File: config.mk
export PLATFORM = sky130hd
export DESIGN_NAME = seq_divider_flat
export DESIGN_NICKNAME = d
export VERILOG_FILES = /design/src/rtl/seq_divider_if.sv /design/src/rtl/seq_divider.sv /design/src/flat_wrapper.sv
export SDC_FILE = /design/constraint.sdc
export NUM_CORES = 1
export LEC_CHECK = 0
export CAP_MARGIN = 25
export CORE_MARGIN = 2
export CORE_UTILIZATION = 48
export DETAILED_ROUTE_END_ITERATION = 6
export PLACE_DENSITY = 0.86
export SKIP_CTS_REPAIR_TIMING = 1
export SYNTH_ARGS = -nofsm -noshare
export SYNTH_HDL_FRONTEND = slang
export SYNTH_SLANG_ARGS = --single-unit
File: constraint.sdc
create_clock -name clk -period 2.6 [get_ports clk]
set_input_delay 0.52 -clock clk [delete_from_list [all_inputs] [get_ports clk]]
set_output_delay 0.52 -clock clk [all_outputs]
set_load 0.02 [all_outputs]
File: src/rtl/seq_divider_if.sv
`default_nettype none
// ============================================================================
// Module   : seq_divider_if
// Purpose  : start/busy/done handshake and operand/result bus for seq_divider.
// Revision : 1.0
// ============================================================================
interface seq_divider_if #(
    parameter int W = 12
);
    logic             start;
    logic [2*W-1:0]   dividend;
    logic [W-1:0]     divisor;
    logic             busy;
    logic             done;
    logic [2*W-1:0]   quotient;
    logic [W-1:0]     remainder;
    logic             div_by_zero;

    modport master (
        output start, dividend, divisor,
        input  busy, done, quotient, remainder, div_by_zero
    );

    modport slave (
        input  start, dividend, divisor,
        output busy, done, quotient, remainder, div_by_zero
    );
endinterface
`default_nettype wire

File: src/rtl/seq_divider.sv
`default_nettype none
// ============================================================================
// Module   : seq_divider
// Purpose  : Sequential restoring divider, 2W-bit / W-bit, one quotient bit per clock.
// Revision : 1.0
// ============================================================================
module seq_divider #(
    parameter int W = 12
) (
    input  logic         clk,
    input  logic         rst_n,
    seq_divider_if.slave bus
);

    localparam int                 c_CNT_W = $clog2(2 * W);
    localparam logic [c_CNT_W-1:0] c_LAST  = c_CNT_W'(2 * W - 1);

    typedef enum logic [1:0] {
        S_IDLE = 2'd0,
        S_RUN  = 2'd1,
        S_DONE = 2'd2
    } state_t;

    state_t             r_state;
    state_t             w_state_next;

    // r_dvd shifts dividend bits out of the top while quotient bits enter at the bottom.
    logic [2*W-1:0]     r_dvd;
    logic [W-1:0]       r_dvs;
    logic [W-1:0]       r_rem;
    logic [c_CNT_W-1:0] r_cnt;
    logic [2*W-1:0]     r_quotient;
    logic [W-1:0]       r_remainder;
    logic               r_div_by_zero;

    logic               w_accept;
    logic               w_zero_div;
    logic               w_last;
    logic [W:0]         w_t;
    logic [W:0]         w_diff;
    logic               w_ge;
    logic [W-1:0]       w_rem_next;
    logic [2*W-1:0]     w_dvd_next;

    assign w_accept   = bus.start && ((r_state == S_IDLE) || (r_state == S_DONE));
    assign w_zero_div = (bus.divisor == '0);
    assign w_last     = (r_cnt == c_LAST);

    // The running remainder stays below the divisor, so W bits hold it; the
    // trial subtract is W+1 bits and its top bit is the borrow (t < divisor).
    assign w_t        = {r_rem, r_dvd[2*W-1]};
    assign w_diff     = w_t - {1'b0, r_dvs};
    assign w_ge       = ~w_diff[W];
    assign w_rem_next = w_ge ? w_diff[W-1:0] : w_t[W-1:0];
    assign w_dvd_next = {r_dvd[2*W-2:0], w_ge};

    always_ff @(posedge clk or negedge rst_n) begin
        if (!rst_n) begin
            r_state <= S_IDLE;
        end else begin
            r_state <= w_state_next;
        end
    end

    always_comb begin
        w_state_next = r_state;
        case (r_state)
            S_IDLE, S_DONE: begin
                if (bus.start) begin
                    w_state_next = w_zero_div ? S_DONE : S_RUN;
                end else begin
                    w_state_next = S_IDLE;
                end
            end
            S_RUN: begin
                if (w_last) begin
                    w_state_next = S_DONE;
                end
            end
            default: w_state_next = S_IDLE;
        endcase
    end

    always_ff @(posedge clk or negedge rst_n) begin
        if (!rst_n) begin
            r_dvd         <= '0;
            r_dvs         <= '0;
            r_rem         <= '0;
            r_cnt         <= '0;
            r_quotient    <= '0;
            r_remainder   <= '0;
            r_div_by_zero <= 1'b0;
        end else if (w_accept) begin
            if (w_zero_div) begin
                r_quotient    <= '1;
                r_remainder   <= bus.dividend[W-1:0];
                r_div_by_zero <= 1'b1;
            end else begin
                r_dvd <= bus.dividend;
                r_dvs <= bus.divisor;
                r_rem <= '0;
                r_cnt <= '0;
            end
        end else if (r_state == S_RUN) begin
            r_dvd <= w_dvd_next;
            r_rem <= w_rem_next;
            r_cnt <= r_cnt + 1'b1;
            if (w_last) begin
                r_quotient    <= w_dvd_next;
                r_remainder   <= w_rem_next;
                r_div_by_zero <= 1'b0;
            end
        end
    end

    assign bus.busy        = (r_state == S_RUN);
    assign bus.done        = (r_state == S_DONE);
    assign bus.quotient    = r_quotient;
    assign bus.remainder   = r_remainder;
    assign bus.div_by_zero = r_div_by_zero;

endmodule
`default_nettype wire

File: src/flat_wrapper.sv
// flat-port wrapper written by rule: the top's interface ports become plain ports
module seq_divider_flat 
#(
    parameter int W = 12
)
  (clk, rst_n, bus_start, bus_dividend, bus_divisor, bus_busy, bus_done, bus_quotient, bus_remainder, bus_div_by_zero);
  seq_divider_if #(.W(W)) bus_i ();
  input  logic clk;
  input  logic rst_n;
  input wire logic [$bits(bus_i.start)-1:0] bus_start;
  input wire logic [$bits(bus_i.dividend)-1:0] bus_dividend;
  input wire logic [$bits(bus_i.divisor)-1:0] bus_divisor;
  output wire logic [$bits(bus_i.busy)-1:0] bus_busy;
  output wire logic [$bits(bus_i.done)-1:0] bus_done;
  output wire logic [$bits(bus_i.quotient)-1:0] bus_quotient;
  output wire logic [$bits(bus_i.remainder)-1:0] bus_remainder;
  output wire logic [$bits(bus_i.div_by_zero)-1:0] bus_div_by_zero;
  assign bus_i.start = bus_start;
  assign bus_i.dividend = bus_dividend;
  assign bus_i.divisor = bus_divisor;
  assign bus_busy = bus_i.busy;
  assign bus_done = bus_i.done;
  assign bus_quotient = bus_i.quotient;
  assign bus_remainder = bus_i.remainder;
  assign bus_div_by_zero = bus_i.div_by_zero;
  seq_divider #(.W(W)) u_core (.clk(clk), .rst_n(rst_n), .bus(bus_i));
endmodule
Yosys cells after proc, flatten, opt, wreduce, memory -nomap -nowiden:

Index checks and enable logic that the tools add are counted.

* bits in registers: 92
* bits of input ports: 39
* word-level logic and storage cells: 54

* add/sub/neg operators: 2
* eq/ne operators: 6
* muxes and demuxes: 26
* bitwise operators: 2
* reduce and logical (&&, ||, !) cells: 10

Operator list (count)
* two-way mux 24 bit: 7
* two-way mux 12 bit: 8
* two-way mux 5 bit: 3
* subtractor 13 x 12 -> 13 bit: 1
* zero test 12 bit: 1
* two-way mux 2 bit: 3
* adder 5 x 1 -> 5 bit (second input constant): 1
* == test 5 bit (second input constant): 1
* two-way mux 1 bit: 4
* inequality test 2 bit (second input constant): 2
* one-hot mux 2 bit (2 select lines): 1
* AND reduction 2 bit: 2
* nonzero test 2 bit: 2
* AND reduction 3 bit: 1
* == test 2 x 1 -> 1 bit (second input constant): 1
* == test 2 bit (second input constant): 1
* zero test 2 bit: 1
* inequality test 2 x 1 -> 1 bit (second input constant): 1
* inverter 1 bit: 2
* OR reduction 2 bit: 1
* logical AND 1 bit: 1
* logical OR 1 bit: 1

Depth between registers and ports, before layout:

Gate-level depths: netlist of run 1.

* depth after elaboration: 5
* mapped depth: 12
* mapped depth without buffers: 11

Least setup slack after synthesis of run 1:

OpenSTA, ideal clock, no wires.

* path kind: register to register
* start: reg u_core.r_dvd[23]
* end: reg u_core.r_remainder[5], in the netlist u_core.bus.remainder[5]
* setup time: 123 ps
* arrival time: 2601 ps
* data required time: 2477 ps
* setup slack: -124 ps
* stages on the path, launching flop included: 11
* buffers on the path: 0
* cells stage by stage: dfrtp_1 > inv_1 > ha_1 > inv_1 > fa_1 > a211oi_2 > o21ai_1 > and2_4 > a221oi_4 > mux2_1 > o221a_1

* longest elaborated chain between the ends: 5

RTL lines
* start: declaration: RTL line seq_divider.sv:28 `logic [2*W-1:0] r_dvd;`
* start signal: assignment: RTL line seq_divider.sv:99 `r_dvd <= bus.dividend;`
* start signal: assignment: RTL line seq_divider.sv:105 `r_dvd <= w_dvd_next;`
* subtractor 13 x 12 -> 13 bit: RTL line seq_divider.sv:52 `assign w_diff = w_t - {1'b0, r_dvs};`
* two-way mux 12 bit: RTL line seq_divider.sv:54 `assign w_rem_next = w_ge ? w_diff[W-1:0] : w_t[W-1:0];`
* two-way mux 12 bit: RTL line seq_divider.sv:108 `if (w_last) begin`
* two-way mux 12 bit: RTL line seq_divider.sv:104 `end else if (r_state == S_RUN) begin`
* two-way mux 12 bit: RTL line seq_divider.sv:93 `end else if (w_accept) begin`
* end signal: assignment: RTL line seq_divider.sv:96 `r_remainder <= bus.dividend[W-1:0];`
* end signal: assignment: RTL line seq_divider.sv:110 `r_remainder <= w_rem_next;`
* end: declaration: RTL line seq_divider.sv:33 `logic [W-1:0] r_remainder;`

Every way passes these cells. The select of a mux whose other input is x is not followed.
A chain may end at the register's enable or synchronous reset.

Final worst setup path of run 1:

Ends and elaborated chain as after synthesis.

==> summary.txt, run 1 <==
GRT
  – Global-route wire length before repair: 19.8 mm
  – GR Util met3: 4.27%
  – Number of global-route vias before repair: 3997
  – GR Layer Usage met2: about two fifths
  – Initial antenna violation count: 0
  – Grt met1 use: 31.7%
  – Largest net degree at the start of global routing: 52
  – Grt peak-use layer: met2
  – GRT overflow: 0
  – Gr usage total: 24.2%

Logic synthesis
  – Ys Warns: 0
  – Mean Syn Cell Area: about 8.9 µm²
  – Post-synthesis cell area: between 4000 and 5000 µm²
  – Unique masters post-synth: 56
  – Async set or reset register ratio after synthesis: 100%
  – Top FF cell, synth: dfrtp_1
  – Mapped Nets: 581
  – Seq cells post-synth: 92
  – Post-synth EDFFs: 0
  – Syn Inst Count: 528
  – Register area share after synthesis: around 49%

Route
  – Total number of vias: 4288
  – Post-route ant nets: 0
  – Detailed Route WL: 12.5 mm
  – Via density: 5.66
  – DR iter-0 viols: approximately 240
  – Drt wl/cell: 16.5 µm
  – Drt drc: 0
  – First-pass DRT Iterations: 7

Critical path
  – CP Launch Point: u_core.r_dvd[23]
  – CP Capture Type: register
  – Kind of critical path: reg -> reg
  – CP Launch Type: register
  – Worst EP required: 2870 ps
  – Crit-path max FO: 6
  – Critical R2R Launch: u_core.r_dvd[23]
  – Arr. time, crit path: 2920 ps

Pwr
  – Peak supply drop: between 0.6 and 0.7 mV
  – Final Power: a little under 10000 µW
  – Pwr dens: 1610 nW/µm²
  – Lkg Pwr: 0.00265 µW

Min path
  – HP Class: in -> async

STA
  – Worst Skew: about 23 ps
  – Max frequency: around 380 MHz
  – RSZ-0062 raised after global routing: yes
  – Final Hold Fails: 0
  – Hold_ws: 105 ps
  – Final Cycle Share: 102%
  – Setup violators final: 3
  – Pins over their slew limit: 0
  – Worst slew margin: 48.6%
  – Worst slew pin tran: 767 ps
  – Min Tclk post-route: 2650 ps
  – Final worst slack: -54.4 ps

Floorplanning
  – Starting Density: 48.7%
  – FP Rows: 36
  – DIE WIDTH: 103 µm
  – IO Pins: 78
  – Core Region: 9590 µm²
  – Die height: 103 µm
  – Die Area: 10500 µm²

Clock tree
  – Later-pin clock latency in the skew report: 380 ps
  – CTS root buffer: clkbuf_8
  – CTS tree: built
  – Clock transition at path regs: 110 ps
  – Clock tree sinks: 92
  – H-Tree Depth: 3
  – TritonCTS Buffers: 9
  – Max clock buf depth: 2

Cells and area
  – Area occupied by multi-input gates: 2310 µm²
  – FILL cells: 760
  – Share of cells above drive strength 1: approximately an eighth
  – Nets@finish: 673
  – Most frequent cells in the layout: 99 x nand2_1, 92 x dfrtp_1, 87 x nor2_1
  – Most frequent standard cell in the layout excluding fill and tap cells: nand2_1
  – Register area: 2300 µm²
  – Antenna diodes: 0
  – Layout area overhead: 31.0%

Status
  – Status: complete, but fails checks
  – Violated checks: negative setup slack

Placed design
  – Port buffer count: 77
  – DP Wirelength: 8.95 mm
  – Gpl congestion: a little over 0.9
  – Place WS: -195 ps

Run
  – Max-Cap Viols: 0
==> Yosys cell counts (all sizes together) (2+ instances only) <==
cell type / instances / area [µm²]
nand4: 2 / 12.5
nor3: 9 / 45.0
a21o: 4 / 30.0
o31ai: 2 / 15.0
nor2: 87 / 327
mux2i: 3 / 30.0
a2111oi: 2 / 36.3
a211oi: 4 / 35.0
a221oi: 4 / 58.8
o21bai: 2 / 15.0
o22ai: 2 / 12.5
o221a: 2 / 22.5
buf: 2 / 15.0
nor2b: 3 / 18.8
a211o: 2 / 17.5
or2: 2 / 12.5
clkbuf: 28 / 105
a21oi: 27 / 135
and3: 3 / 23.8
nor4: 4 / 25.0
xor2: 7 / 61.3
inv: 15 / 56.3
nand3: 2 / 10.0
o211ai: 13 / 97.6
and2: 6 / 40.0
nand2b: 5 / 31.3
xnor2: 3 / 26.3
a31oi: 36 / 225
mux2: 4 / 45.0
ha: 13 / 163
o21ai: 25 / 129
nand2: 99 / 372
o21a: 4 / 30.0
dfrtp: 92 / 2300
==> through the flow <==
step	utilization, %	std cells	cell area [µm²]	setup TNS (ps)
6_report	63.8	758	6120	-97.6
5_1_grt	63.8	758	6120	-1360
4_1_cts	62.5	755	6000	-2740
3_5_place_dp	60.2	739	5780	-1850
3_3_place_gp	60.2	739	5780	-273
2_1_floorplan	-	528	4680	-72.3
==> worst max-delay path, stage by stage (launching register included) <==
cell      delay, ps
dfrtp_1         410
inv_2            80
ha_4            130
inv_2            40
fa_2            410
a211oi_4        240
o21ai_2         100
and2_4          150
a221oi_4        280
buf_6           160
mux2_4          310
o221a_1         240
==> final timing paths <==
kind / end / slack, ps / depth (start not counted)
max: u_core.bus.remainder[5] / -50 / 11
min: u_core.bus.div_by_zero / 100 / 1
max reg2reg: u_core.bus.remainder[5] / -50 / 11
min reg2reg: u_core.bus.div_by_zero / 490 / 2
max in group asynchronous: u_core.r_dvs[1] / 1820 / 2
min in group clk: u_core.bus.div_by_zero / 490 / 2
==> where the power goes <==
part           internal, µW  leakage, µW  switching [µW]
clock                   487     0.000106             565
sequential             2120      0.00104             483
combinational          2840      0.00150            3350
total                  5440      0.00265            4390
==> layer usage <==
layer	up-vias	routed length [µm]
met5	-	0
met4	0	359
met3	30	726
met2	178	6290
met1	2061	5160
li1	2019	-
==> sequential cells by signal, indices dropped and copies added, names as in the netlist <==
signal                  count
u_core.r_state              2
u_core.r_cnt                5
u_core.r_rem               12
u_core.bus.remainder       12
u_core.bus.div_by_zero      1
u_core.r_dvd               24
u_core.r_dvs               12
u_core.bus.quotient        24
==> kinds of logic (layout without fill, tap and decap cells) <==
kind of cell | Yosys count | count (layout) | synth area share, %
buf+inv | 46 | 143 | 3.86
simple gates | 224 | 224 | 20.0
fa+ha+maj | 14 | 14 | 3.91
mux | 7 | 7 | 1.61
flops | 92 | 92 | 49.3
compound gates | 135 | 135 | 19.5
xor+xnor | 10 | 10 | 1.87
==> final cells by class <==
type	instances	share of cell area, %
sequential	92	37.6
inverter	16	0.981
multi-input combinational	390	37.7
clock inverter	6	1.31
timing repair buffer	111	17.4
clock buffer	10	2.25
tap	133	2.72
Power figures use the tool's default switching activity.
==> inputs of run 2 (changes only) <==
--- a/config.mk
+++ b/config.mk
@@ -9,7 +9,7 @@
 export CORE_MARGIN = 2
 export CORE_UTILIZATION = 48
 export DETAILED_ROUTE_END_ITERATION = 6
-export PLACE_DENSITY = 0.86
+export PLACE_DENSITY_LB_ADDON = 0.15
 export SKIP_CTS_REPAIR_TIMING = 1
 export SYNTH_ARGS = -nofsm -noshare
 export SYNTH_HDL_FRONTEND = slang
==> summary.txt, run 2 (synthesized netlist as in run 1, its figures left out) <==
Pwr
  – Design internal power: 5480 µW
  – Psw: approximately 4200 µW
  – Reg power frac: 26.2%
  – Lkg Pwr: between 0.002 and 0.003 µW
  – Clock share of power: 11.1%
  – Combinational Power Share: between 60% and 70%
  – Pwr dens: 1580 nW/µm²
  – Sw frac: 43.5%
  – Peak supply drop: 0.768 mV

Cells and area
  – Layout area overhead: 31.1%
  – Nets@finish: 674
  – Area occupied by multi-input gates: 2290 µm²
  – Most frequent cells in the layout: 99 x nand2_1, 92 x dfrtp_1, 85 x nor2_1
  – Share of cells above drive strength 1: 12.8%
  – Antenna diodes: 0
  – Most frequent standard cell in the layout excluding fill and tap cells: nand2_1
  – Post-route insts no fill: ~760
  – Register area: about 2300 µm²
  – FILL cells: 835

Critical path
  – CP Launch Type: register
  – Kind of critical path: reg -> reg
  – Crit-path max FO: 6
  – Arr. time, crit path: about 3000 ps
  – Worst EP required: around 2900 ps
  – CP Capture Type: register

Run
  – Max-Cap Viols: 0

Status
  – Status: complete, but fails checks
  – Violated checks: negative setup slack

STA
  – Min Tclk post-route: 2680 ps
  – Final Hold Fails: 0
  – Hold_ws: about 73 ps
  – Pins over their slew limit: 0
  – Worst slew pin tran: 742 ps
  – RSZ-0062 raised after global routing: yes
  – Setup violators final: 11
  – Max frequency: 373 MHz
  – Worst Skew: 9.10 ps
  – Worst slew margin: 50.6%
  – Final worst slack: -80.7 ps
  – Final Cycle Share: 103%

GRT
  – Largest net degree at the start of global routing: 64
  – Gr usage total: 23.5%
  – Global-route wire length before repair: 19.1 mm
  – GRT overflow: 0
  – Number of global-route vias before repair: 3880
  – Initial antenna violation count: 0

Floorplanning
  – Starting Density: 48.7%
  – Die Area: approximately 11000 µm²
  – FP Rows: 36
  – Die height: slightly above 100 µm
  – IO Pins: 78
  – DIE WIDTH: between 100 and 150 µm
  – Core Region: 9590 µm²

Clock tree
  – CTS root buffer: clkbuf_8
  – H-Tree Depth: 3
  – CTS tree: built
  – Max clock buf depth: 2
  – Clock transition at path regs: 90 ps
  – Later-pin clock latency in the skew report: around 380 ps
  – Clock tree sinks: 92
  – TritonCTS Buffers: 9

Route
  – Post-route ant nets: 0
  – First-pass DRT Iterations: 6
  – Detailed Route WL: 11.9 mm
  – Drt drc: 0
  – DR iter-0 viols: 219
  – Via density: ~5.5
  – Total number of vias: 4153
  – Drt wl/cell: roughly 16 µm

Min path
  – HP Class: in -> async

Placed design
  – Placed insts: 736
  – DP Wirelength: about 8.5 mm
  – Gpl congestion: 0.867
  – Port buffer count: 77
==> run 2: changes by cell type in the layout (fill, tap and decap cells not counted), sizes merged <==
cell,previous run,this run
buf,35,36
bufinv,1,2
clkbuf,10,9
clkinv,3,4
inv,17,15
==> run 2: metrics by stage <==
step           instance area (µm²)  setup TNS, ps  setup WS (ps)  total power, µW  utilization, %
3_3_place_gp                  5760          -83.9          -42.7             7930            60.0
4_1_cts                       5980          -1250           -172             9170            62.3
2_1_floorplan                 4680          -72.3          -62.7             6270               -
3_5_place_dp                  5760           -846           -112             8070            60.0
5_1_grt                       6130          -1820           -154            10400            63.8
6_report                      6130           -365          -80.7             9710            63.8
==> run 2: worst paths after layout <==
kind                                             start                 endpoint  slack (ps)  cells after the start
max in group asynchronous                        rst_n   u_core.bus.quotient[5]        1880                      2
worst max-delay path                  u_core.r_dvd[23]  u_core.bus.remainder[5]         -80                     11
worst min register to register  u_core.bus.div_by_zero   u_core.bus.div_by_zero         480                      2
worst max register to register        u_core.r_dvd[23]  u_core.bus.remainder[5]         -80                     11
min in group clk                u_core.bus.div_by_zero   u_core.bus.div_by_zero         480                      2
worst min-delay path                             rst_n        u_core.r_state[0]          70                      1
==> run 2: final cells by class <==
cell class                      count  share of cell area, %
Clock buffer                        9                   2.02
Clock inverter                      6                   1.65
Inverter                           16                  0.980
Multi-Input combinational cell    390                   37.4
Sequential cell                    92                   37.6
Tap cell                          133                   2.72
Timing Repair Buffer              112                   17.6
==> run 2: power groups by stage <==
stage | combinational, µW | sequential [µW] | clock [µW]
after global placement | 5380 | 2550 | 0
after CTS | 5530 | 2530 | 1100
after detailed placement | 5510 | 2560 | 0
final | 6080 | 2550 | 1080
after floorplan | 3530 | 2740 | 0
after global routing | 6670 | 2620 | 1150
==> run 2: layer usage <==
metal  wire, µm  global-route usage [%]  vias up
li1           -                       -     2015
met1       5500                    33.5     1997
met2       5650                    36.7      125
met3        518                    3.05       16
met4        212                    9.03        0
met5          0                       0        -
==> run 2: worst max-delay path: stages, from the launching register on <==
cell      delay, ps
dfrtp_1         410
inv_2            80
ha_4            130
inv_2            40
fa_2            410
a211oi_4        250
o21ai_2         110
and2_4          170
a221oi_4        270
buf_6           170
mux2_4          310
o221a_1         230
